<file path="config.mk">
export PLATFORM = sky130hd
export DESIGN_NAME = leaf_stream_packer_flat
export DESIGN_NICKNAME = d
export VERILOG_FILES = /design/src/rtl/leaf_stream_packer_if.sv /design/src/rtl/leaf_stream_packer.sv /design/src/flat_wrapper.sv
export SDC_FILE = /design/constraint.sdc
export NUM_CORES = 1
export LEC_CHECK = 0
export CAP_MARGIN = 15
export CORE_MARGIN = 2
export CORE_UTILIZATION = 55
export CTS_BUF_LIST = sky130_fd_sc_hd__clkbuf_8
export DETAILED_ROUTE_END_ITERATION = 10
export HOLD_SLACK_MARGIN = 0.08
export PLACE_DENSITY = 0.9
export SLEW_MARGIN = 20
export SYNTH_ARGS = -nofsm -noshare
export SYNTH_HDL_FRONTEND = slang
export SYNTH_SLANG_ARGS = --single-unit
export TNS_END_PERCENT = 100
</file>
<file path="constraint.sdc">
create_clock -name clk -period 2 [get_ports clk]
set_input_delay 0.5 -clock clk [delete_from_list [all_inputs] [get_ports clk]]
set_output_delay 0.5 -clock clk [all_outputs]
set_load 0.005 [all_outputs]
</file>
<file path="src/rtl/leaf_stream_packer_if.sv">
// Beat/word bundle for leaf_stream_packer: narrow input stream in, packed words out.
// Latency: none, wires only.
// Backpressure: carries in_ready/out_ready; optional out_parity when PACKER_PARITY_EN is defined.
interface leaf_stream_packer_if #(
  parameter int IN_W  = 8,
  parameter int RATIO = 4
);
  logic                  in_valid;
  logic                  in_ready;
  logic [IN_W-1:0]       in_data;
  logic                  in_last;
  logic                  out_valid;
  logic                  out_ready;
  logic [IN_W*RATIO-1:0] out_data;
  logic [RATIO-1:0]      out_keep;
  logic                  out_last;
`ifdef PACKER_PARITY_EN
  logic [RATIO-1:0]      out_parity;

  // Environment side: produces beats, consumes packed words.
  modport master (
    output in_valid, in_data, in_last, out_ready,
    input  in_ready, out_valid, out_data, out_keep, out_last, out_parity
  );

  // Packer side.
  modport slave (
    input  in_valid, in_data, in_last, out_ready,
    output in_ready, out_valid, out_data, out_keep, out_last, out_parity
  );
`else
  // Environment side: produces beats, consumes packed words.
  modport master (
    output in_valid, in_data, in_last, out_ready,
    input  in_ready, out_valid, out_data, out_keep, out_last
  );

  // Packer side.
  modport slave (
    input  in_valid, in_data, in_last, out_ready,
    output in_ready, out_valid, out_data, out_keep, out_last
  );
`endif
endinterface

</file>
<file path="src/rtl/leaf_stream_packer.sv">
// Purpose: packs RATIO IN_W-bit beats (first beat in LSBs) into one word; in_last closes short words with out_keep marking real lanes; saturating packet counter.
// Latency: word is registered one cycle after its completing beat is accepted; one beat per cycle, no bubble at word boundaries.
// Backpressure: in_ready = ~out_valid | out_ready, so a held word stalls all input. Optional per-lane out_parity under PACKER_PARITY_EN.
module leaf_stream_packer #(
  parameter int IN_W  = 8,
  parameter int RATIO = 4,
  parameter int CNT_W = 16
) (
  input  logic                 clk,
  input  logic                 rst_n,
  leaf_stream_packer_if.slave  bus,
  output logic [CNT_W-1:0]     pkt_count
);

  localparam int                LANE_W    = (RATIO > 1) ? $clog2(RATIO) : 1;
  localparam int                OUT_W     = IN_W * RATIO;
  localparam logic [LANE_W-1:0] LAST_LANE = LANE_W'(RATIO - 1);

  typedef enum logic {
    S_EMPTY = 1'b0,
    S_FILL  = 1'b1
  } state_t;

  state_t            state;
  state_t            state_nxt;
  logic [LANE_W-1:0] lane;
  logic [LANE_W-1:0] lane_nxt;
  logic [OUT_W-1:0]  acc;
  logic [OUT_W-1:0]  acc_nxt;
  logic [RATIO-1:0]  keep;
  logic [RATIO-1:0]  keep_nxt;

  // Accumulator contents with the current beat already dropped into its lane.
  logic [OUT_W-1:0]  merged;
  logic [RATIO-1:0]  merged_keep;

  logic              in_ready_w;
  logic              beat_acc;
  logic              complete;

  logic              out_valid_q;
  logic [OUT_W-1:0]  out_data_q;
  logic [RATIO-1:0]  out_keep_q;
  logic              out_last_q;

  // The stage is free whenever the output slot is empty or being drained this cycle.
  assign in_ready_w = ~out_valid_q | bus.out_ready;
  assign beat_acc   = bus.in_valid & in_ready_w;
  assign complete   = beat_acc & ((lane == LAST_LANE) | bus.in_last);

  assign bus.in_ready  = in_ready_w;
  assign bus.out_valid = out_valid_q;
  assign bus.out_data  = out_data_q;
  assign bus.out_keep  = out_keep_q;
  assign bus.out_last  = out_last_q;

  // Overlay the incoming beat onto the current lane; lanes not yet written stay zero.
  always_comb begin
    merged      = acc;
    merged_keep = keep;
    for (int i = 0; i < RATIO; i++) begin
      if (lane == LANE_W'(i)) begin
        merged[i*IN_W +: IN_W] = bus.in_data;
        merged_keep[i]         = 1'b1;
      end
    end
  end

  // Next-state: a completing beat empties the accumulator, any other accepted beat advances the lane.
  always_comb begin
    state_nxt = state;
    lane_nxt  = lane;
    acc_nxt   = acc;
    keep_nxt  = keep;
    case (state)
      S_EMPTY: begin
        if (beat_acc) begin
          if (complete) begin
            state_nxt = S_EMPTY;
            lane_nxt  = '0;
            acc_nxt   = '0;
            keep_nxt  = '0;
          end else begin
            state_nxt = S_FILL;
            lane_nxt  = LANE_W'(1);
            acc_nxt   = merged;
            keep_nxt  = merged_keep;
          end
        end
      end
      S_FILL: begin
        if (beat_acc) begin
          if (complete) begin
            state_nxt = S_EMPTY;
            lane_nxt  = '0;
            acc_nxt   = '0;
            keep_nxt  = '0;
          end else begin
            lane_nxt  = lane + LANE_W'(1);
            acc_nxt   = merged;
            keep_nxt  = merged_keep;
          end
        end
      end
      default: begin
        state_nxt = S_EMPTY;
        lane_nxt  = '0;
        acc_nxt   = '0;
        keep_nxt  = '0;
      end
    endcase
  end

  // State, lane index and partial-word accumulator; reset drops any partial word.
  always_ff @(posedge clk or negedge rst_n) begin
    if (!rst_n) begin
      state <= S_EMPTY;
      lane  <= '0;
      acc   <= '0;
      keep  <= '0;
    end else begin
      state <= state_nxt;
      lane  <= lane_nxt;
      acc   <= acc_nxt;
      keep  <= keep_nxt;
    end
  end

  // Output slot: a new word always wins, even on the edge the old one is handed off.
  always_ff @(posedge clk or negedge rst_n) begin
    if (!rst_n) begin
      out_valid_q <= 1'b0;
      out_data_q  <= '0;
      out_keep_q  <= '0;
      out_last_q  <= 1'b0;
    end else if (complete) begin
      out_valid_q <= 1'b1;
      out_data_q  <= merged;
      out_keep_q  <= merged_keep;
      out_last_q  <= bus.in_last;
    end else if (bus.out_ready) begin
      out_valid_q <= 1'b0;
    end
  end

  // Packets are counted when their closing word is loaded, not when it leaves.
  always_ff @(posedge clk or negedge rst_n) begin
    if (!rst_n) begin
      pkt_count <= '0;
    end else if (complete && bus.in_last && (pkt_count != {CNT_W{1'b1}})) begin
      pkt_count <= pkt_count + CNT_W'(1);
    end
  end

`ifdef PACKER_PARITY_EN
  logic [RATIO-1:0] merged_par;
  logic [RATIO-1:0] out_parity_q;

  assign bus.out_parity = out_parity_q;

  // Per-lane XOR of the outgoing word; empty lanes are zero so their parity is zero.
  always_comb begin
    merged_par = '0;
    for (int i = 0; i < RATIO; i++) begin
      merged_par[i] = ^merged[i*IN_W +: IN_W];
    end
  end

  // Parity travels with out_data and is loaded on the same edge.
  always_ff @(posedge clk or negedge rst_n) begin
    if (!rst_n) begin
      out_parity_q <= '0;
    end else if (complete) begin
      out_parity_q <= merged_par;
    end
  end
`endif

endmodule

</file>
<file path="src/flat_wrapper.sv">
// flat-port wrapper written by rule: the top's interface ports become plain ports
module leaf_stream_packer_flat 
#(
  parameter int IN_W  = 8,
  parameter int RATIO = 4,
  parameter int CNT_W = 16
)
  (clk, rst_n, pkt_count, bus_in_valid, bus_in_data, bus_in_last, bus_out_ready, bus_in_ready, bus_out_valid, bus_out_data, bus_out_keep, bus_out_last);
  leaf_stream_packer_if #(.IN_W(IN_W), .RATIO(RATIO)) bus_i ();
  input  logic clk;
  input  logic rst_n;
  output logic [CNT_W-1:0] pkt_count;
  input wire logic [$bits(bus_i.in_valid)-1:0] bus_in_valid;
  input wire logic [$bits(bus_i.in_data)-1:0] bus_in_data;
  input wire logic [$bits(bus_i.in_last)-1:0] bus_in_last;
  input wire logic [$bits(bus_i.out_ready)-1:0] bus_out_ready;
  output wire logic [$bits(bus_i.in_ready)-1:0] bus_in_ready;
  output wire logic [$bits(bus_i.out_valid)-1:0] bus_out_valid;
  output wire logic [$bits(bus_i.out_data)-1:0] bus_out_data;
  output wire logic [$bits(bus_i.out_keep)-1:0] bus_out_keep;
  output wire logic [$bits(bus_i.out_last)-1:0] bus_out_last;
  assign bus_i.in_valid = bus_in_valid;
  assign bus_i.in_data = bus_in_data;
  assign bus_i.in_last = bus_in_last;
  assign bus_i.out_ready = bus_out_ready;
  assign bus_in_ready = bus_i.in_ready;
  assign bus_out_valid = bus_i.out_valid;
  assign bus_out_data = bus_i.out_data;
  assign bus_out_keep = bus_i.out_keep;
  assign bus_out_last = bus_i.out_last;
  leaf_stream_packer #(.IN_W(IN_W), .RATIO(RATIO), .CNT_W(CNT_W)) u_core (.clk(clk), .rst_n(rst_n), .bus(bus_i), .pkt_count(pkt_count));
endmodule
</file>
# Yosys cells after proc, flatten, opt, wreduce, memory -nomap -nowiden
# Cells that the tools add are included.
# op_classes
addsub,2
mul,0
div_mod_pow,0
magnitude_cmp,0
n_eq_ne,6
n_shift,0
n_mux,23
bitwise,6
n_reduce_logical,5
# ops
op,count
two-way mux 32 bit,2
two-way mux 8 bit,4
adder 16 x 1 -> 16 bit (second input constant),1
!= test 16 bit (second input constant),1
two-way mux 1 bit,10
two-way mux 4 bit,2
two-way mux 2 bit,3
equality test 2 bit (second input constant),2
one-hot mux 2 bit (2 select lines),1
adder 2 x 1 -> 2 bit (second input constant),1
AND 1 bit,2
equality test 2 x 1 -> 1 bit (second input constant),1
logical AND 1 bit,2
zero test 2 bit,1
!= test 2 x 1 -> 1 bit (second input constant),1
!= test 2 bit (second input constant),1
NOT 1 bit,2
bitwise OR 1 bit,2
one-hot mux 1 bit (2 select lines),1
AND reduction 2 bit,1
nonzero test 2 bit,1
# totals
reg_bits,93
latch_bits,0
mem_bits_rw,0
romBits,0
out_inout_bits,55
memories,0

# Depth between registers and ports, before layout
# depth
depth_word,7
mapped_depth,7
ltp_nobuf,5

# Least setup slack after synthesis
# No wires, ideal clock.
# synth_path
path_kind,reg2reg
start,register u_core.pkt_count[0]
end,register u_core.pkt_count[9]
setup_ps,80
t_arrival_ps,1578
required_ps,1920
setup_slack_ps,342
path_stages_with_launch,7
cell_sequence,dfrtp_1 > ha_1 > nand3_2 > or4_4 > buf_6 > nand4_1 > xnor2_1
# synth_between
elab_chain_cells,2
elab_cells_between_ends,3
# synth_lines
element,line_no,source
from (decl),leaf_stream_packer.sv:12,output logic [CNT_W-1:0] pkt_count
from (signal assigned),leaf_stream_packer.sv:151,pkt_count <= pkt_count + CNT_W'(1);
"parallel branches: the longest is 2 deep, another holds adder 16 x 1 -> 16 bit",n/a,
# Several ways; the timed one is not identified.
# A chain may end at the register's enable or synchronous reset.

# Final worst setup path
# layout_path
start,register u_core.pkt_count[13]
end,output port pkt_count[13]
# layout_rtl
element,line_no,source
to (decl),flat_wrapper.sv:12,output logic [CNT_W-1:0] pkt_count;
# No word-level cell between the ends.

==> run_results.csv <==
group,metric,value,unit
run_status,status,"complete, no violations",
yosys,synth_mux_area_frac,0.08386,
setup_path,crit_chain,"clkdlybuf4s50_1",
power_and_ir_drop,total_power,4.824,mW
grt,grt_usage,0.2510,
yosys,synth_top_family_by_area,"simple AND/OR/NAND/NOR gates",
drt,drc,0,
cts,cts_buffers,9,
drt,ant_nets,0,
yosys,yosys.area_share.simple,0.1345,
setup_path,crit_family,"buffers and inverters",
grt,antenna_found_initial,0,
drt,via_per_inst,5.772,
setup_path,path_class,"reg2out",
yosys,async_reset_ff_frac,1.000,
sta,max_freq,0.5289,GHz
yosys,synth_edf_count,0,
yosys,synth_area_leaders,"dfrtp_1, mux2i_1, a22o_1",
run,cap_violations,0,
setup_path,critPathSlowestCell,"clkdlybuf4s50_1",
die,die_area,7883,sq um
sta,slew_viol_final,0,
cts,htree_levels,3,
sta,setup_viol,0,
grt,grt-ovfl-total,0,
yosys,synth_top_area_share,0.5886,
yosys,synth_compound_area_frac,0.1253,
cts,post_cts_buffers,0,
power_and_ir_drop,ir_drop,0.6190,mV
yosys,synthFlopType,"dfrtp_1",
drt,post_drt_wl_per_cell,17.22,um
yosys,syn-cell-area,3954,sq um
sta,worst_pin_slew,0.5689,ns
placed_design,hpwl,6342,um
yosys,ys_warn_count,0,
sta,hold_viol,0,
finish,drive_above_1_share,0.1129,
die,die_y,88.79,um
grt,grt_pass1_vias,2986,
placed_design,placed_cell_area,4881,sq um
yosys,synth_common_cells,"dfrtp_1, nand2_1, mux2i_1",
power_and_ir_drop,pwr_density_cell,945.4,nW/um^2
grt,grt_max_degree,43,
setup_path,critical-path-max-stage-delay,0.56,ns
setup_path,path_buf_inv,1,
sta,worst_clock_skew,0.01039,ns
min_path,hold_path_class,"in2async",
setup_path,crit_arrival,1.39,ns
finish,nets,448,
die,rows,30,
sta,rsz0062_at_grt,"false",
cts,cts_tree,"yes",
cts,cts-root-buf,"clkbuf_8",
yosys,postSynthAreaPerCell,11.39,sq um
yosys,ys_ff_latch,93,
die,start_util,0.5756,
sta,slew_headroom,0.6182,
sta,fin_crit_sh,0.9454,
drt,finalWirelength,9126,um
placed_design,gp_congestion,0.9147,
yosys,synth_fp_nets,365,
yosys,yosysMostFrequentCell,"dfrtp_1",
yosys,ys_seq_area_frac,0.5886,
finish,n_antenna_cell,0,
die,io_pins,68,
cts,clk_pin_slew,0.08,ns
drt,drtIter0Drc,214,
die,die_x,88.79,um
cts,cts_buffer_depth,2,
cts,clock-sinks,93,
drt,dr.pass1.iters,5,
yosys,yosysTopAreaCell,"dfrtp_1",
grt,grt_pass1_wl,14740,um
yosys,synth_cells,347,
drt,vias,3059,
setup_path,end_kind,"primary output",
sta,tns,0,ns
setup_path,crit_required,1.50,ns
yosys,synth-xor-area-share,0.02880,
power_and_ir_drop,p_leak,2.268,nW
finish,design_area,5102,sq um
cts,clk_latency,0.37,ns
setup_path,path_max_fanout,5,
die,core_area,6869,sq um
placed_design,port_buffers,67,
yosys,synth_cell_type_count,38,
finish,syn2layout_area_growth,29.05,%
sta,min_period,1.891,ns
setup_path,start_kind,"flop",
yosys,synth_fa_ha_area_frac,0.01582,
[flip-flops by register name (all words and copies together), names as in the netlist, named ones only]
signal                flops
u_core.acc               32
u_core.bus.out_data      32
u_core.bus.out_keep       4
u_core.bus.out_last       1
u_core.bus.out_valid      1
u_core.keep               4
u_core.lane               2
u_core.pkt_count         16
[layout by cell type (no fill, tap or decap), types with 2 or more instances in the layout]
cell type	count
clkbuf_8	10
clkinv_4	2
nand2_1	47
a31oi_1	3
a21oi_1	4
buf_4	21
ha_1	5
nor3_1	4
nand4_1	6
o21ai_1	15
nor2_1	14
nand3_1	8
mux2i_1	32
and2_1	9
clkdlybuf4s50_1	65
a22o_1	24
inv_1	3
nand3_2	2
o21ai_0	26
and3_1	4
xnor2_1	9
xor2_1	4
bufinv_16	2
buf_12	3
dfrtp_1	93
nor4_2	3
[path summary, 6_finish.rpt]
path                                                      from                             endpoint  slack, ns  cells after the start
max                           u_core.pkt_count[13]$_DFFE_PN0P_                        pkt_count[13]       0.11                      1
min in group clk           u_core.bus.out_data[14]$_DFFE_PN0P_  u_core.bus.out_data[14]$_DFFE_PN0P_       0.49                      2
min reg2reg                u_core.bus.out_data[14]$_DFFE_PN0P_  u_core.bus.out_data[14]$_DFFE_PN0P_       0.49                      2
min                                                      rst_n      u_core.pkt_count[3]$_DFFE_PN0P_       0.09                      1
max in group asynchronous                                rst_n           u_core.keep[3]$_DFFE_PN0P_       1.32                      2
max reg2reg                    u_core.pkt_count[0]$_DFFE_PN0P_     u_core.pkt_count[14]$_DFFE_PN0P_       0.20                      5
[power breakdown]
group	internal, mW	switching (mW)	total, mW
clock network	0.736	0.659	1.39
registers	2.14	0.211	2.35
logic	0.606	0.472	1.08
[final cells by class]
cell class | count | area [sq um]
inverter | 4 | 15.01
sequential | 93 | 2327
tap | 96 | 120.1
clock buffer | 10 | 137.6
multi-input combinational | 232 | 1540
clock inverter | 5 | 85.08
timing repair buffer | 90 | 877.1
fill | 458 | 1767
[cell families (layout without fill, tap and decap cells)]
kind of cell	count (synthesis)	count (layout)
AO/OA/AOI/OAI	77	77
adder cells (fa/ha/maj)	5	5
XOR/XNOR	13	13
multiplexers	33	33
flip-flops	93	93
buffers and inverters	22	109
AND/OR/NAND/NOR	104	104
[per-layer routing]
layer  routed length [um]  global-route usage  up-vias
met2                 4558              0.4030      115
met5                    0                   0        -
met1                 3922              0.3408     1543
met3                  492             0.05224       13
li1                     -                   -     1388
met4                  154             0.09091        0
[stage by stage]
stage	hold slack [ns]	setup WS, ns	instances	util
floorplan	0.2044	0.3419	347	-
global placement	0.4658	-0.07711	515	0.7106
detailed placement	0.4699	-0.1357	515	0.7106
CTS	0.08436	0.08955	530	0.7428
global route	0.1010	0.05056	530	0.7428
finish	0.08553	0.1091	530	0.7428
[repair_timing]
action | 4_1_cts | 5_1_grt
endpoints found under the setup margin | 1 | 0
hold buffers | 0 | 0
gates resized for setup | 1 | 0
Power figures use the tool's default switching activity.
